==> config.mk <==
export PLATFORM = sky130hd
export DESIGN_NAME = debug_trace_ctrl
export DESIGN_NICKNAME = d
export VERILOG_FILES = /design/src/rtl/debug_trace_pkg.sv /design/src/rtl/debug_rr_arbiter.sv /design/src/rtl/debug_trace_ctrl.sv
export SDC_FILE = /design/constraint.sdc
export NUM_CORES = 1
export LEC_CHECK = 0
export CELL_PAD_IN_SITES_DETAIL_PLACEMENT = 1
export CELL_PAD_IN_SITES_GLOBAL_PLACEMENT = 1
export CORE_UTILIZATION = 36
export DETAILED_ROUTE_END_ITERATION = 12
export GPL_ROUTABILITY_DRIVEN = 0
export PLACE_DENSITY_LB_ADDON = 0.15
export SLEW_MARGIN = 10
export SYNTH_ARGS = -nofsm -noshare
export SYNTH_HDL_FRONTEND = slang
export SYNTH_SLANG_ARGS = --single-unit
export TNS_END_PERCENT = 100
==> constraint.sdc <==
create_clock -name clk -period 9.5 [get_ports clk]
set_input_delay 1.425 -clock clk [delete_from_list [all_inputs] [get_ports clk]]
set_output_delay 1.425 -clock clk [all_outputs]
set_load 0.02 [all_outputs]
==> src/rtl/debug_trace_pkg.sv <==
`timescale 1ns/1ps
// Shared types and defaults for the debug trace capture controller.
// With DEBUG_TRACE_TIMESTAMP_EN defined the log record carries a timestamp field.
package debug_trace_pkg;

  typedef enum logic [1:0] {
    IDLE  = 2'd0,
    ARMED = 2'd1,
    POST  = 2'd2,
    DONE  = 2'd3
  } trace_state_e;

  localparam int DEF_W     = 5;
  localparam int DEF_NSRC  = 4;
  localparam int DEF_SRC_W = $clog2(DEF_NSRC);
  localparam int DEF_CNT_W = 8;
`ifdef DEBUG_TRACE_TIMESTAMP_EN
  localparam int DEF_TS_W  = 16;
`endif

  // Log record layout for the default configuration, MSB first.
  typedef struct packed {
`ifdef DEBUG_TRACE_TIMESTAMP_EN
    logic [DEF_TS_W-1:0]  ts;
`endif
    logic [DEF_SRC_W-1:0] src_tag;
    logic [DEF_W-1:0]     payload;
  } log_rec_t;

  function automatic logic [3:0] popcount8(input logic [7:0] v);
    logic [3:0] n;
    n = '0;
    for (int i = 0; i < 8; i++) begin
      n = n + {3'b000, v[i]};
    end
    return n;
  endfunction

endpackage

==> src/rtl/debug_rr_arbiter.sv <==
`timescale 1ns/1ps
// Round-robin arbiter: picks the first valid at or after the pointer, wrapping.
// The pointer advances past the winner; all other valids are reported as ungranted.
module debug_rr_arbiter #(
  parameter int NSRC  = 4,
  parameter int SRC_W = $clog2(NSRC)
) (
  input  logic             clk,
  input  logic             rst,
  input  logic [NSRC-1:0]  valid,
  output logic [NSRC-1:0]  grant,
  output logic [SRC_W-1:0] grant_idx,
  output logic             grant_vld,
  output logic [NSRC-1:0]  ungranted
);

  logic [SRC_W-1:0] ptr_q;
  logic [SRC_W-1:0] idx;
  int               sum;

  always_comb begin
    grant_vld = 1'b0;
    grant_idx = '0;
    grant     = '0;
    idx       = '0;
    sum       = 0;
    for (int k = 0; k < NSRC; k++) begin
      sum = int'(ptr_q) + k;
      if (sum >= NSRC) begin
        sum = sum - NSRC;
      end
      idx = SRC_W'(sum);
      if (!grant_vld && valid[idx]) begin
        grant_vld = 1'b1;
        grant_idx = idx;
      end
    end
    if (grant_vld) begin
      grant[grant_idx] = 1'b1;
    end
    ungranted = valid & ~grant;
  end

  always_ff @(posedge clk) begin
    if (rst) begin
      ptr_q <= '0;
    end else if (grant_vld) begin
      if (grant_idx == SRC_W'(NSRC - 1)) begin
        ptr_q <= '0;
      end else begin
        ptr_q <= grant_idx + 1'b1;
      end
    end
  end

endmodule

==> src/rtl/debug_trace_ctrl.sv <==
`timescale 1ns/1ps
// Capture controller in front of the debug log FIFO: arbitrates event sources,
// waits for a trigger, logs post-trigger samples, then freezes. Option: DEBUG_TRACE_TIMESTAMP_EN.
module debug_trace_ctrl
  import debug_trace_pkg::*;
#(
  parameter int W     = DEF_W,
  parameter int NSRC  = DEF_NSRC,
  parameter int SRC_W = $clog2(NSRC),
  parameter int CNT_W = DEF_CNT_W,
`ifdef DEBUG_TRACE_TIMESTAMP_EN
  parameter int TS_W  = DEF_TS_W,
  localparam int LOG_W = TS_W + SRC_W + W
`else
  localparam int LOG_W = SRC_W + W
`endif
) (
  input  logic              clk,
  input  logic              rst,
  input  logic              arm,
  input  logic              disarm,
  input  logic [NSRC-1:0]   src_valid,
  input  logic [NSRC*W-1:0] src_data,
  input  logic [SRC_W-1:0]  trig_src,
  input  logic [W-1:0]      trig_mask,
  input  logic [W-1:0]      trig_value,
  input  logic [CNT_W-1:0]  post_count,
  output logic              log_en,
  output logic [LOG_W-1:0]  log_data,
  output logic              log_clr,
  output logic [1:0]        state,
  output logic              triggered,
  output logic [CNT_W-1:0]  sample_cnt,
  output logic [CNT_W-1:0]  drop_cnt
);

  // Sources are fire-and-forget strobes with no ready; log_en is a one-cycle
  // write strobe with log_data valid in the same cycle, and the FIFO never stalls us.

  trace_state_e     state_q;
  logic [CNT_W-1:0] remain;

  logic [NSRC-1:0]  grant;
  logic [SRC_W-1:0] grant_idx;
  logic             grant_vld;
  logic [NSRC-1:0]  ungranted;

  logic [W-1:0]     gdata;
  logic             hit;
  logic             capturing;
  logic [3:0]       drops;
  logic [CNT_W:0]   drop_sum;
  logic [CNT_W-1:0] drop_next;
  logic [CNT_W-1:0] sample_next;
  logic [LOG_W-1:0] rec;

  debug_rr_arbiter #(
    .NSRC  (NSRC),
    .SRC_W (SRC_W)
  ) u_arb (
    .clk       (clk),
    .rst       (rst),
    .valid     (src_valid),
    .grant     (grant),
    .grant_idx (grant_idx),
    .grant_vld (grant_vld),
    .ungranted (ungranted)
  );

`ifdef DEBUG_TRACE_TIMESTAMP_EN
  logic [TS_W-1:0] ts_q;

  always_ff @(posedge clk) begin
    if (rst) begin
      ts_q <= '0;
    end else begin
      ts_q <= ts_q + 1'b1;
    end
  end

  assign rec = {ts_q, grant_idx, gdata};
`else
  assign rec = {grant_idx, gdata};
`endif

  always_comb begin
    gdata = '0;
    for (int i = 0; i < NSRC; i++) begin
      if (grant[i]) begin
        gdata = src_data[W*i +: W];
      end
    end
  end

  assign hit = grant_vld && (grant_idx == trig_src) &&
               ((gdata & trig_mask) == (trig_value & trig_mask));

  assign capturing = (state_q == ARMED) || (state_q == POST);

  // Both counters saturate at all-ones rather than wrapping.
  assign drops       = popcount8(8'(ungranted));
  assign drop_sum    = {1'b0, drop_cnt} + (CNT_W + 1)'(drops);
  assign drop_next   = drop_sum[CNT_W] ? '1 : drop_sum[CNT_W-1:0];
  assign sample_next = (sample_cnt == '1) ? sample_cnt : sample_cnt + 1'b1;

  assign state = state_q;

  always_ff @(posedge clk) begin
    if (rst) begin
      state_q    <= IDLE;
      remain     <= '0;
      log_en     <= 1'b0;
      log_data   <= '0;
      log_clr    <= 1'b0;
      triggered  <= 1'b0;
      sample_cnt <= '0;
      drop_cnt   <= '0;
    end else begin
      log_en  <= 1'b0;
      log_clr <= 1'b0;
      if (disarm) begin
        state_q <= IDLE;
      end else if (arm) begin
        // Restart from any state; nothing granted this cycle is logged.
        state_q    <= ARMED;
        remain     <= post_count;
        log_clr    <= 1'b1;
        triggered  <= 1'b0;
        sample_cnt <= '0;
        drop_cnt   <= '0;
      end else if (capturing && grant_vld) begin
        log_en     <= 1'b1;
        log_data   <= rec;
        sample_cnt <= sample_next;
        drop_cnt   <= drop_next;
        if (state_q == ARMED) begin
          if (hit) begin
            triggered <= 1'b1;
            state_q   <= (remain == '0) ? DONE : POST;
          end
        end else begin
          remain <= remain - 1'b1;
          if (remain == CNT_W'(1)) begin
            state_q <= DONE;
          end
        end
      end
    end
  end

endmodule

==> summary.md <==
| Metric | Value |
|---|---|
| CTS sink cnt | 38 |
| Clk_lat worst skew | 0.30 ns |
| DR vias/cell | 5.37 |
| Fmax | 0.182 GHz |
| Max VDD drop | 0.0636 mV |
| CP delay by family, top | adder cells |
| Post-route clock period utilization | between 50% and 60% |
| WS Path Type | in -> reg |
| Syn Inst Count | 293 |
| Status | finished clean |
| Maxcap violations | 0 |
| Post-CTS sizing | 0 |
| Estimated wirelength of the detail-placed design | 5.07 mm |
| Pwr dens | around 150 nW/µm² |
| Most Frequent Cell on Critical Path | fa_1 |
| HP Class | reg -> reg |
| CTS tree | built |
| Chip height | between 80 and 90 µm |
| Clk slew on worst S/H paths | 0.08 ns |
| Starting Density | between 30% and 40% |
| Initial antenna violation count | 0 |
| GR Overflow Total | 0 |
| CP startpoint kind | input pin |
| Die area | 6790 µm² |
| Number of flops mapped to enable cells by yosys | 0 |
| # DRC | 0 |
| Worst endpoint required time | 9.69 ns |
| Crit-path max cell delay | 0.60 ns |
| Post-synth ARST share | 0% |
| CP Max Fanout | 11 |
| Chip Width | approximately 82 µm |
| Clock Skew | about 0.0095 ns |
| Crit-path cells | clkdlybuf4s50_1 -> nand2b_1 -> a21oi_1 -> nor4_1 -> inv_1 -> ha_1 -> or2b_1 -> fa_1 -> inv_1 -> fa_1 -> fa_1 -> nand4_1 -> nor2_1 -> o21ai_0 -> nand2_1 |
| Largest net degree at the start of global routing | 28 |
| Post-Syn Area | 2330 µm² |
| Setup TNS Final | 0 ns |
| Commonest non-fill, non-tap cells in the layout | 75 x clkdlybuf4s50_1, 43 x nor2_1, 38 x dfxtp_1, 26 x o21ai_0, 22 x nand2_1 |
| Syn-to-layout area delta | 41.1% |
| Leak | 1.22 nW |
| Via count | roughly 2,400 |
| Yosys warning total | 0 |
| Syn Nets | 353 |
| Main synth FF type | dfxtp_1 |
| Top Ports | 76 |
| Fin. Hold Viols | 0 |
| Proportion of layout cells with a drive suffix above 1 | 4.93% |
| Layout Nets | 424 |
| Rows | 28 |
| Root buf cell | clkbuf_8 |
| Final hold slack | 0.514 ns |
| WP data arrival | about 5.7 ns |
| Worst-Margin Slew | 1.09 ns |
| DR WL/cell | 15.1 µm |
| Syn Area/Cell | 7.94 µm² |
| H-Tree Depth | 2 |
| Top post-synthesis cells by area | dfxtp_1 33%, nor2_1 6.9%, o21ai_0 5.6% |
| Sequential element share of the synthesized area | 32.7% |
| Core area | a little over 6000 µm² |
| Min Clock Period, post-route | 5.49 ns |
| Commonest non-fill, non-tap cell in the layout | clkdlybuf4s50_1 |
| Slowest CP cell | clkdlybuf4s50_1 |
| Total GRT Usage | a little over a fifth |
| N_diodes | 0 |
| Drt pass-1 iters | 4 |
| Synth area leader | dfxtp_1 |
| # hold bufs at CTS | 0 |
| CTS buffer count | 5 |
| Crit end category | flip-flop |
| Postcts setup bufs | 0 |
| Total Wirelength | 6.63 mm |
| Slew Limit Fails | 0 |
| Input/output buffers | 75 |
| Remaining antenna violation count after routing | 0 |
| RSZ-0062 raised after global routing | no |
| Count of cell types in the netlist | 48 |
| Post-Place Worst Slack | 3.65 ns |
| 1st-iter DRT viols | 82 |
| Final setup viols | 0 |
| CP Buf/Inv Count | 3 |
| Vias in the first global route | 2,370 |
| Relative slew slack | between 20 and 30% |
| CTS Buffer Depth | 2 |
| Post-synth top area share | 32.7% |
| #FFs+latches synth | 38 |
| Fin worst setup slack | 4.01 ns |
| First-pass GRT wire length | 11.0 mm |
## power breakdown
group / switching [mW] / leakage [nW] / internal [mW]
clock: 0.0615 / 0.0714 / 0.112
sequential: 0.00639 / 0.309 / 0.165
combinational: 0.0755 / 0.838 / 0.0659
total: 0.143 / 1.22 / 0.344
## state kept, by name, indices dropped and copies added, names as in the netlist
| signal | flops |
|---|---|
| log_data | 7 |
| state | 2 |
| triggered | 1 |
| log_clr | 1 |
| log_en | 1 |
| u_arb.ptr_q | 2 |
| remain | 8 |
| sample_cnt | 8 |
| drop_cnt | 8 |
## worst min-delay path: stages, from the launching register on
cell,delay [ns]
dfxtp_1,0.33
inv_1,0.06
a221oi_1,0.07
## final cells by class
type                       instances  area (µm²)
tap                               75        93.8
multi-input combinational        227        1470
sequential                        38         761
clock buffer                       6        82.6
timing repair buffer              76         758
fill                             749        2780
clock inverter                     2        60.1
inverter                          16        60.1
## cell families after synthesis
kind of cell,Yosys count,share of synthesized area (%)
muxes,10,4.30
xor gates and xnor gates,9,3.39
DFF,38,32.7
adders and majority gates,12,7.42
and+or+nand+nor,118,25.1
AOI/OAI and AO/OA,78,22.6
buffers and inverters,28,4.52
## path summary, 6_finish.rpt
check | slack [ns] | to | cells after the start | start
max reg2reg | 5.32 | drop_cnt[1] | 14 | u_arb.ptr_q[1]
min | 0.51 | remain[7] | 2 | remain[7]
max | 4.01 | drop_cnt[1] | 15 | src_valid[1]
min reg2reg | 0.51 | remain[7] | 2 | remain[7]
## cell usage after synthesis (all sizes together) (4+ instances only)
cell     n
a211oi   6
mux2i   10
xnor2    4
a21oi   19
xor2     5
nand2b  10
nor2    44
a22oi    4
ha       9
nand3    6
nor3    12
nand4    4
inv     16
clkbuf  12
nand2   22
o21ai   26
a221oi   4
dfxtp   38
a32oi    4
## metal layers
layer	share of wire, %	routed length, µm	global-route usage [%]	up-vias
met5	0	0	0	-
met4	1.5	101	7.02	0
met3	3.7	244	5.60	10
met2	50	3300	37.2	48
met1	45	2980	25.8	1123
li1	-	-	-	1180
## metrics by stage
step           instances  util (%)  power [mW]  cell area (µm²)
4_1_cts              440      54.2       0.493             3280
3_3_place_gp         432      51.8       0.314             3140
5_1_grt              440      54.2       0.515             3280
2_1_floorplan        293         -       0.269             2330
3_5_place_dp         432      51.8       0.318             3140
6_report             440      54.2       0.487             3280
Power figures use the tool's default switching activity.
